**config.mk**
```make
export PLATFORM = sky130hd
export DESIGN_NAME = rom
export DESIGN_NICKNAME = d
export VERILOG_FILES = /design/src/rtl/rom_pkg.sv /design/src/rtl/rom_parity.sv /design/src/rtl/rom.sv
export SDC_FILE = /design/constraint.sdc
export NUM_CORES = 1
export LEC_CHECK = 0
export BUFFER_PORTS_ARGS = -buffer_cell sky130_fd_sc_hd__buf_2
export CAP_MARGIN = 0
export CORE_MARGIN = 2
export CORE_UTILIZATION = 51
export CTS_CLUSTER_DIAMETER = 200
export CTS_CLUSTER_SIZE = 12
export DETAILED_ROUTE_END_ITERATION = 7
export PLACE_DENSITY = 0.83
export SYNTH_ARGS = -nofsm -noshare
export SYNTH_HDL_FRONTEND = slang
export SYNTH_SLANG_ARGS = --single-unit
export TNS_END_PERCENT = 100
```
**constraint.sdc**
```tcl
create_clock -name clk -period 3.2 [get_ports clk]
set_input_delay 0 -clock clk [delete_from_list [all_inputs] [get_ports clk]]
set_output_delay 0 -clock clk [all_outputs]
set_load 0.02 [all_outputs]
```
**src/rtl/rom_pkg.sv**
```systemverilog
// Shared constants, word type and fixed contents for the 16-word program ROM.
package rom_pkg;
  localparam int ROM_ADDR_W = 4;
  localparam int ROM_DATA_W = 16;
  localparam int ROM_DEPTH  = 1 << ROM_ADDR_W;

  typedef logic [ROM_DATA_W-1:0] rom_word_t;

  localparam rom_word_t ROM_CONTENT [ROM_DEPTH] = '{
    16'h1A05, 16'h2B03, 16'h3C0F, 16'h4D10,
    16'h5E22, 16'h6F01, 16'h7000, 16'h8123,
    16'h9456, 16'hA789, 16'hBABC, 16'hCDEF,
    16'hD0F0, 16'hE00F, 16'hF0FF, 16'hFFFF
  };
endpackage

```
**src/rtl/rom_parity.sv**
```systemverilog
// Even-parity generator: XOR reduction of one word, purely combinational, no flow control.
module rom_parity
  import rom_pkg::*;
#(
  parameter int DATA_W = ROM_DATA_W
) (
  input  logic [DATA_W-1:0] data_i,
  output logic              parity_o
);
  assign parity_o = ^data_i;
endmodule

```
**src/rtl/rom.sv**
```systemverilog
// Fixed 16x16 ROM: combinational data_out plus a one-cycle registered read (data_q/valid_q), no stalls.
// Optional registered parity output parity_q when ROM_PARITY_EN is defined.
module rom
  import rom_pkg::*;
#(
  parameter int ADDR_W = ROM_ADDR_W,
  parameter int DATA_W = ROM_DATA_W
) (
  input  logic              clk,
  input  logic              rst,
  input  logic [ADDR_W-1:0] address,
  input  logic              rd_en,
  output logic [DATA_W-1:0] data_out,
  output logic [DATA_W-1:0] data_q,
  output logic              valid_q
`ifdef ROM_PARITY_EN
  ,
  output logic              parity_q
`endif
);
  rom_word_t         rom_word;
  logic [DATA_W-1:0] data_d;
  logic              valid_d;

  // The lookup is independent of clk and rst so the PC-driven fetch path sees no latency.
  assign rom_word = ROM_CONTENT[address];
  assign data_out = rom_word;

  always_comb begin
    data_d  = data_q;
    valid_d = 1'b0;
    if (rd_en) begin
      data_d  = rom_word;
      valid_d = 1'b1;
    end
  end

  always_ff @(posedge clk) begin
    if (rst) begin
      data_q  <= '0;
      valid_q <= 1'b0;
    end else begin
      data_q  <= data_d;
      valid_q <= valid_d;
    end
  end

`ifdef ROM_PARITY_EN
  logic word_parity;
  logic parity_d;

  rom_parity #(.DATA_W(DATA_W)) u_parity (
    .data_i   (rom_word),
    .parity_o (word_parity)
  );

  always_comb begin
    parity_d = parity_q;
    if (rd_en) begin
      parity_d = word_parity;
    end
  end

  always_ff @(posedge clk) begin
    if (rst) begin
      parity_q <= 1'b0;
    end else begin
      parity_q <= parity_d;
    end
  end
`endif
endmodule

```
==> impl_metrics.ini, run 1 <==
[route]
wl_per_cell_um = 13.3
routed_wl_mm = 2.39
vias_per_cell = 5.36
drtAntennaViolNets = 0
vias = 965
drt_iter0_drc = 32
drc_errors = 0
dr.pass1.iters = 4

[setup_path]
worstPathMaxFanout = 9
cp-end-kind = primary output
rr_startpoint = data_q[3]$_SDFFE_PP0P_
arrival_ps = 1370
path_class = primary input to primary output
cp-startpoint = address[1]
crit_required_ps = 3200
worstSetupStartpointType = primary input

[clocking]
cts_htree_levels = 1
clock_sinks = 17
cts_resized = 0
cts_max_path_buffers = 2
insertion_delay_ps = 300
post_cts_buffers = 0
cts-root-buf = clkbuf_4
ctsHoldBuffers = 0
numCtsBuffers = 3
path_clk_slew_ps = 110
cts_tree = done

[sta]
finalSetupTns_ps = 0
fin_crit_ps = 1370
rsz0062_at_grt = no
hold_viol_final = 0
finClkSkew_ps = 0
timing.final.crit_share_pct = 42.9
max_freq_ghz = 0.729
maxSlewViolCount = 0
worst_pin_slew_ps = 427
slew_headroom_pct = 71.5
setup_viol = 0
whs_ps = 33.5

[floorplan]
design.die.area_um2 = 2450
rows = 16
num_io_pins = 40
coreArea_um2 = 1960
dieWidth_um = 49.5
start_util_pct = 53.8
die_y_um = 49.5

[job]
max-cap-violations = 0

[global_routing]
antenna_found_initial = 0
grt_pass1_wl_mm = 4.05
track_usage_pct = 20.9
gr-total-overflow = 0
grt_pass1_vias = 929
grt_max_degree = 24

[final_layout]
area_growth_pct = 19.6
n_antenna_cell = 0
layout.nets = 168
register_area_um2 = 340
final_util_pct = 64.3
n_fill_cell = 181
fin_area_um2 = 1260
layout-drive-gt1-share_pct = 37.9
multiInputGateArea_um2 = 642

[yosys]
syn_avg_cell_area_um2 = 9.02
yosysSeqAreaShare_pct = 32.3
yosysWarnings = 0
ys.flop_type = dfxtp_1
yosysUniqueCellTypes = 45
synth_edf_count = 0
syn_inst = 117
synth_nets = 131
synth_seq_cells = 17
syn_area_um2 = 1050
async_flop_share_pct = 0

[power_and_ir_drop]
power.internal_uw = 338
p_clk_share_pct = 22.9
power.switching_uw = 195
ir_worst_vdd_mv = 0.293
power_frac_comb_pct = 33.3
power_leakage_nw = 0.672
p_sw_share_pct = 36.5
power_frac_seq_pct = 43.8
power_density_nw_per_um2 = 423

[place]
post-dp-hpwl_mm = 1.84
gp_congestion = 0.790
io_buffer_count = 39
placed_area_um2 = 1230

[worst_hold_path]
hold_start = rst
worst_hold_path_type = primary input to flip-flop

[outcome]
status = finished clean
## sequential cells by signal (all words and copies together), names as in the netlist
name / cells
data_q: 16
valid_q: 1
## through the flow
step	std cells	setup WS (ps)	total power [mW]
after floorplan	117	1940	0.367
after global placement	176	1810	0.411
after CTS	180	1840	0.537
after global routing	180	1770	0.561
after detailed placement	176	1740	0.416
final	180	1830	0.533
## worst paths after layout
kind                                   to  slack, ps  cells after the start
setup / recovery              data_out[1]       1830                      7
hold / removal    data_q[11]$_SDFFE_PP0P_         30                      2
hold reg to reg   data_q[15]$_SDFFE_PP0P_        500                      2
setup reg to reg   data_q[3]$_SDFFE_PP0P_       2400                      2
## cell families after synthesis
group / Yosys count / share of synthesized area, %
simple gates: 43 / 20.0
compound gates: 29 / 24.9
flops: 17 / 32.3
buf+inv: 13 / 6.88
mux: 7 / 6.76
fa+ha+maj: 7 / 8.30
xor+xnor: 1 / 0.831
## cells in the mapped netlist (2+ instances only)
cell	count	area, um^2
dfxtp_1	17	340
ha_1	7	87.6
nand2_1	4	15.0
or2_2	2	12.5
nor3_1	2	10.0
a31oi_1	2	12.5
o211a_1	3	30.0
clkbuf_1	2	7.51
inv_1	6	22.5
mux2i_1	6	60.1
o21a_1	3	22.5
nor2_1	22	82.6
and3_1	3	18.8
buf_4	2	15.0
a21o_1	3	22.5
a21oi_1	3	15.0
buf_6	2	22.5
## placed cells by master (no fill, tap or decap), types with 2 or more instances in the layout
cell type and n:
buf_2 39, nor2_1 22, dfxtp_1 17, ha_1 7, inv_1 6, mux2i_1 6
nand2_1 4, a21o_1 3, o211a_1 3, a21oi_1 3, and3_1 3, o21a_1 3
clkbuf_4 3, a31oi_1 2, nor3_1 2, or2_2 2
## power groups by stage
stage	registers [mW]	clock network [mW]	logic, mW
2_1_floorplan	0.258	0	0.109
5_1_grt	0.235	0.133	0.193
4_1_cts	0.234	0.125	0.179
6_report	0.234	0.122	0.178
3_3_place_gp	0.238	0	0.174
3_5_place_dp	0.238	0	0.178
## cell type report
cell class	instances	share of cell area [%]
well taps	27	2.68
clock inverters	1	0.397
flip-flops and latches	17	27.0
inverters	6	1.79
multi-input cells	87	50.9
repair buffers	39	15.5
clock buffers	3	1.79
## critical path, cell delays in order
cell    delay [ps]
buf_2          190
inv_1          110
ha_1           340
or2b_1         290
a21o_1         170
o31a_1         110
buf_2          170
## per-layer routing
| metal | vias to the layer above | global-route usage (%) | routed length, um |
|---|---|---|---|
| li1 | 477 | - | - |
| met3 | 5 | 3.94 | 149 |
| met2 | 35 | 37.8 | 1210 |
| met4 | 0 | 8.80 | 42 |
| met5 | - | 0 | 0 |
| met1 | 448 | 23.9 | 992 |
Note: power is estimated with default switching activity, not from simulation.
==> run 2: changes to the inputs <==
--- a/config.mk
+++ b/config.mk
@@ -8,11 +8,11 @@
 export BUFFER_PORTS_ARGS = -buffer_cell sky130_fd_sc_hd__buf_2
 export CAP_MARGIN = 0
 export CORE_MARGIN = 2
-export CORE_UTILIZATION = 51
+export CORE_UTILIZATION = 43
 export CTS_CLUSTER_DIAMETER = 200
 export CTS_CLUSTER_SIZE = 12
 export DETAILED_ROUTE_END_ITERATION = 7
-export PLACE_DENSITY = 0.83
+export PLACE_DENSITY = 0.74
 export SYNTH_ARGS = -nofsm -noshare
 export SYNTH_HDL_FRONTEND = slang
 export SYNTH_SLANG_ARGS = --single-unit
==> constraint.sdc (replaced) <==
create_clock -name clk -period 1.2 [get_ports clk]
set_input_delay 0 -clock clk [delete_from_list [all_inputs] [get_ports clk]]
set_output_delay 0 -clock clk [all_outputs]
set_load 0.02 [all_outputs]
==> run 2 against run 1 <==
  * Count of clock-buffer cells in the layout unchanged
  * Register-to-register slack lost 2000 ps
  * Power grew to 2.7 times the previous value
  * Largest cell class unchanged
  * Largest power group unchanged
==> impl_metrics.ini, run 2 (synthesis gave the netlist of run 1 again) <==
[outcome]
status = finished clean

[power_and_ir_drop]
p_clk_share_pct = 22.5
power_frac_comb_pct = 34.9
power_leakage_nw = 0.717
total_power_mw = 1.47
ir_worst_vdd_mv = 0.808
power_frac_seq_pct = 42.6
power.switching_uw = 535
power_density_nw_per_um2 = 1090
power.internal_uw = 931
p_sw_share_pct = 36.5

[place]
gp_congestion = 0.817
dp_cells = 186
post-dp-hpwl_mm = 2.02
io_buffer_count = 39

[sta]
finalSetupTns_ps = 0
setup_viol = 0
finClkSkew_ps = 0
rsz0062_at_grt = no
maxSlewViolCount = 0
worst_pin_slew_ps = 361
max_freq_ghz = 0.874
fin_crit_ps = 1140
timing.final.crit_share_pct = 95.4
hold_viol_final = 0
slew_headroom_pct = 76.0

[route]
dr.pass1.iters = 4
routed_wl_mm = 2.62
vias = 999
vias_per_cell = 5.26
drt_iter0_drc = 9
drc_errors = 0
wl_per_cell_um = 13.8
drtAntennaViolNets = 0

[global_routing]
grt_pass1_vias = 917
track_usage_pct = 20.4
gr-total-overflow = 0
antenna_found_initial = 0
grt_max_degree = 19
grt_pass1_wl_mm = 4.18

[final_layout]
layout.nets = 177
reg_top3 = data_q x16, valid_q x1
area_growth_pct = 27.9
final_cells = 190
n_antenna_cell = 0
largest_register_ff_count = 16
largest_register = data_q
mostFrequentLayoutCells = buf_2 (38), nor2_1 (22), dfxtp_1 (17), buf_4 (9)
final_common_cell = buf_2
layout-drive-gt1-share_pct = 42.0

[setup_path]
crit_path_cell_trace = buf_2 -> inv_1 -> ha_4 -> or2b_1 -> buf_4 -> a31oi_4 -> buf_6
critPathTopFamily = buffers and inverters
crit_required_ps = 1200
path_class = primary input to primary output
slowest_stage = ha_4
cp-end-kind = primary output
worstPathMaxFanout = 4
worstSetupStartpointType = primary input
cp_num_buf_inv = 4
cp_slowest_stage_delay_ps = 290
arrival_ps = 1140

[clocking]
cts_tree = done
cts_max_path_buffers = 2
cts-root-buf = clkbuf_4
numCtsBuffers = 3
path_clk_slew_ps = 130
insertion_delay_ps = 280
post_cts_buffers = 0
cts_htree_levels = 1
clock_sinks = 17

[floorplan]
coreArea_um2 = 2280
dieWidth_um = 53.5
rows = 17
start_util_pct = 46.3
die_y_um = 53.5
design.die.area_um2 = 2860
num_io_pins = 40

[worst_hold_path]
worst_hold_path_type = primary input to flip-flop

[job]
max-cap-violations = 0
run 2: worst paths after layout:
check / from / to / slack, ps / cells after the start
min: rst / data_q[13]$_SDFFE_PP0P_ / 6 / 2
max reg2reg: data_q[8]$_SDFFE_PP0P_ / data_q[8]$_SDFFE_PP0P_ / 390 / 2
min reg2reg: data_q[15]$_SDFFE_PP0P_ / data_q[15]$_SDFFE_PP0P_ / 490 / 2
max: address[1] / data_out[9] / 60 / 7
run 2: routing by layer:
layer	track usage (%)	up-vias	share of wire, %
li1	-	496	-
met1	24.8	469	46
met2	35.4	32	48
met3	4.52	2	5.4
met4	6.41	0	0.88
met5	0	-	0
run 2: worst reg2reg max path: cells and delay by family (launching register included):
kind | cells | cell delay, ps
AND/OR/NAND/NOR | 1 | 270
flip-flops | 1 | 330
AO/OA/AOI/OAI | 1 | 120
run 2: stage by stage:
step / setup slack [ps] / cell area, um^2 / hold slack (ps) / util (%)
4_1_cts: 21.6 / 1340 / 8.75 / 59.0
5_1_grt: 5.79 / 1350 / 42.5 / 59.3
2_1_floorplan: -39.5 / 1070 / 89.4 / -
6_report: 55.4 / 1350 / 6.20 / 59.3
3_5_place_dp: -46.3 / 1320 / 329 / 57.8
3_3_place_gp: 6.41 / 1320 / 323 / 57.8
run 2: cell type report:
cell class	count	area (um^2)
well taps	28	35.0
clock inverters	1	5.00
multi-input cells	87	654
repair buffers	48	269
fillers	202	927
inverters	6	22.5
flip-flops and latches	17	340
clock buffers	3	22.5
run 2: repair_timing:
| action | CTS | global route |
|---|---|---|
| hold buffers | 0 | 0 |
| setup endpoints to repair | 0 | 1 |
| gates resized for setup | 0 | 2 |
run 2: power by group through the flow:
stage / clock (mW) / combinational, mW / sequential, mW
2_1_floorplan: 0 / 0.297 / 0.687
3_3_place_gp: 0 / 0.497 / 0.635
3_5_place_dp: 0 / 0.507 / 0.637
4_1_cts: 0.333 / 0.509 / 0.625
5_1_grt: 0.357 / 0.556 / 0.628
6_report: 0.330 / 0.512 / 0.624
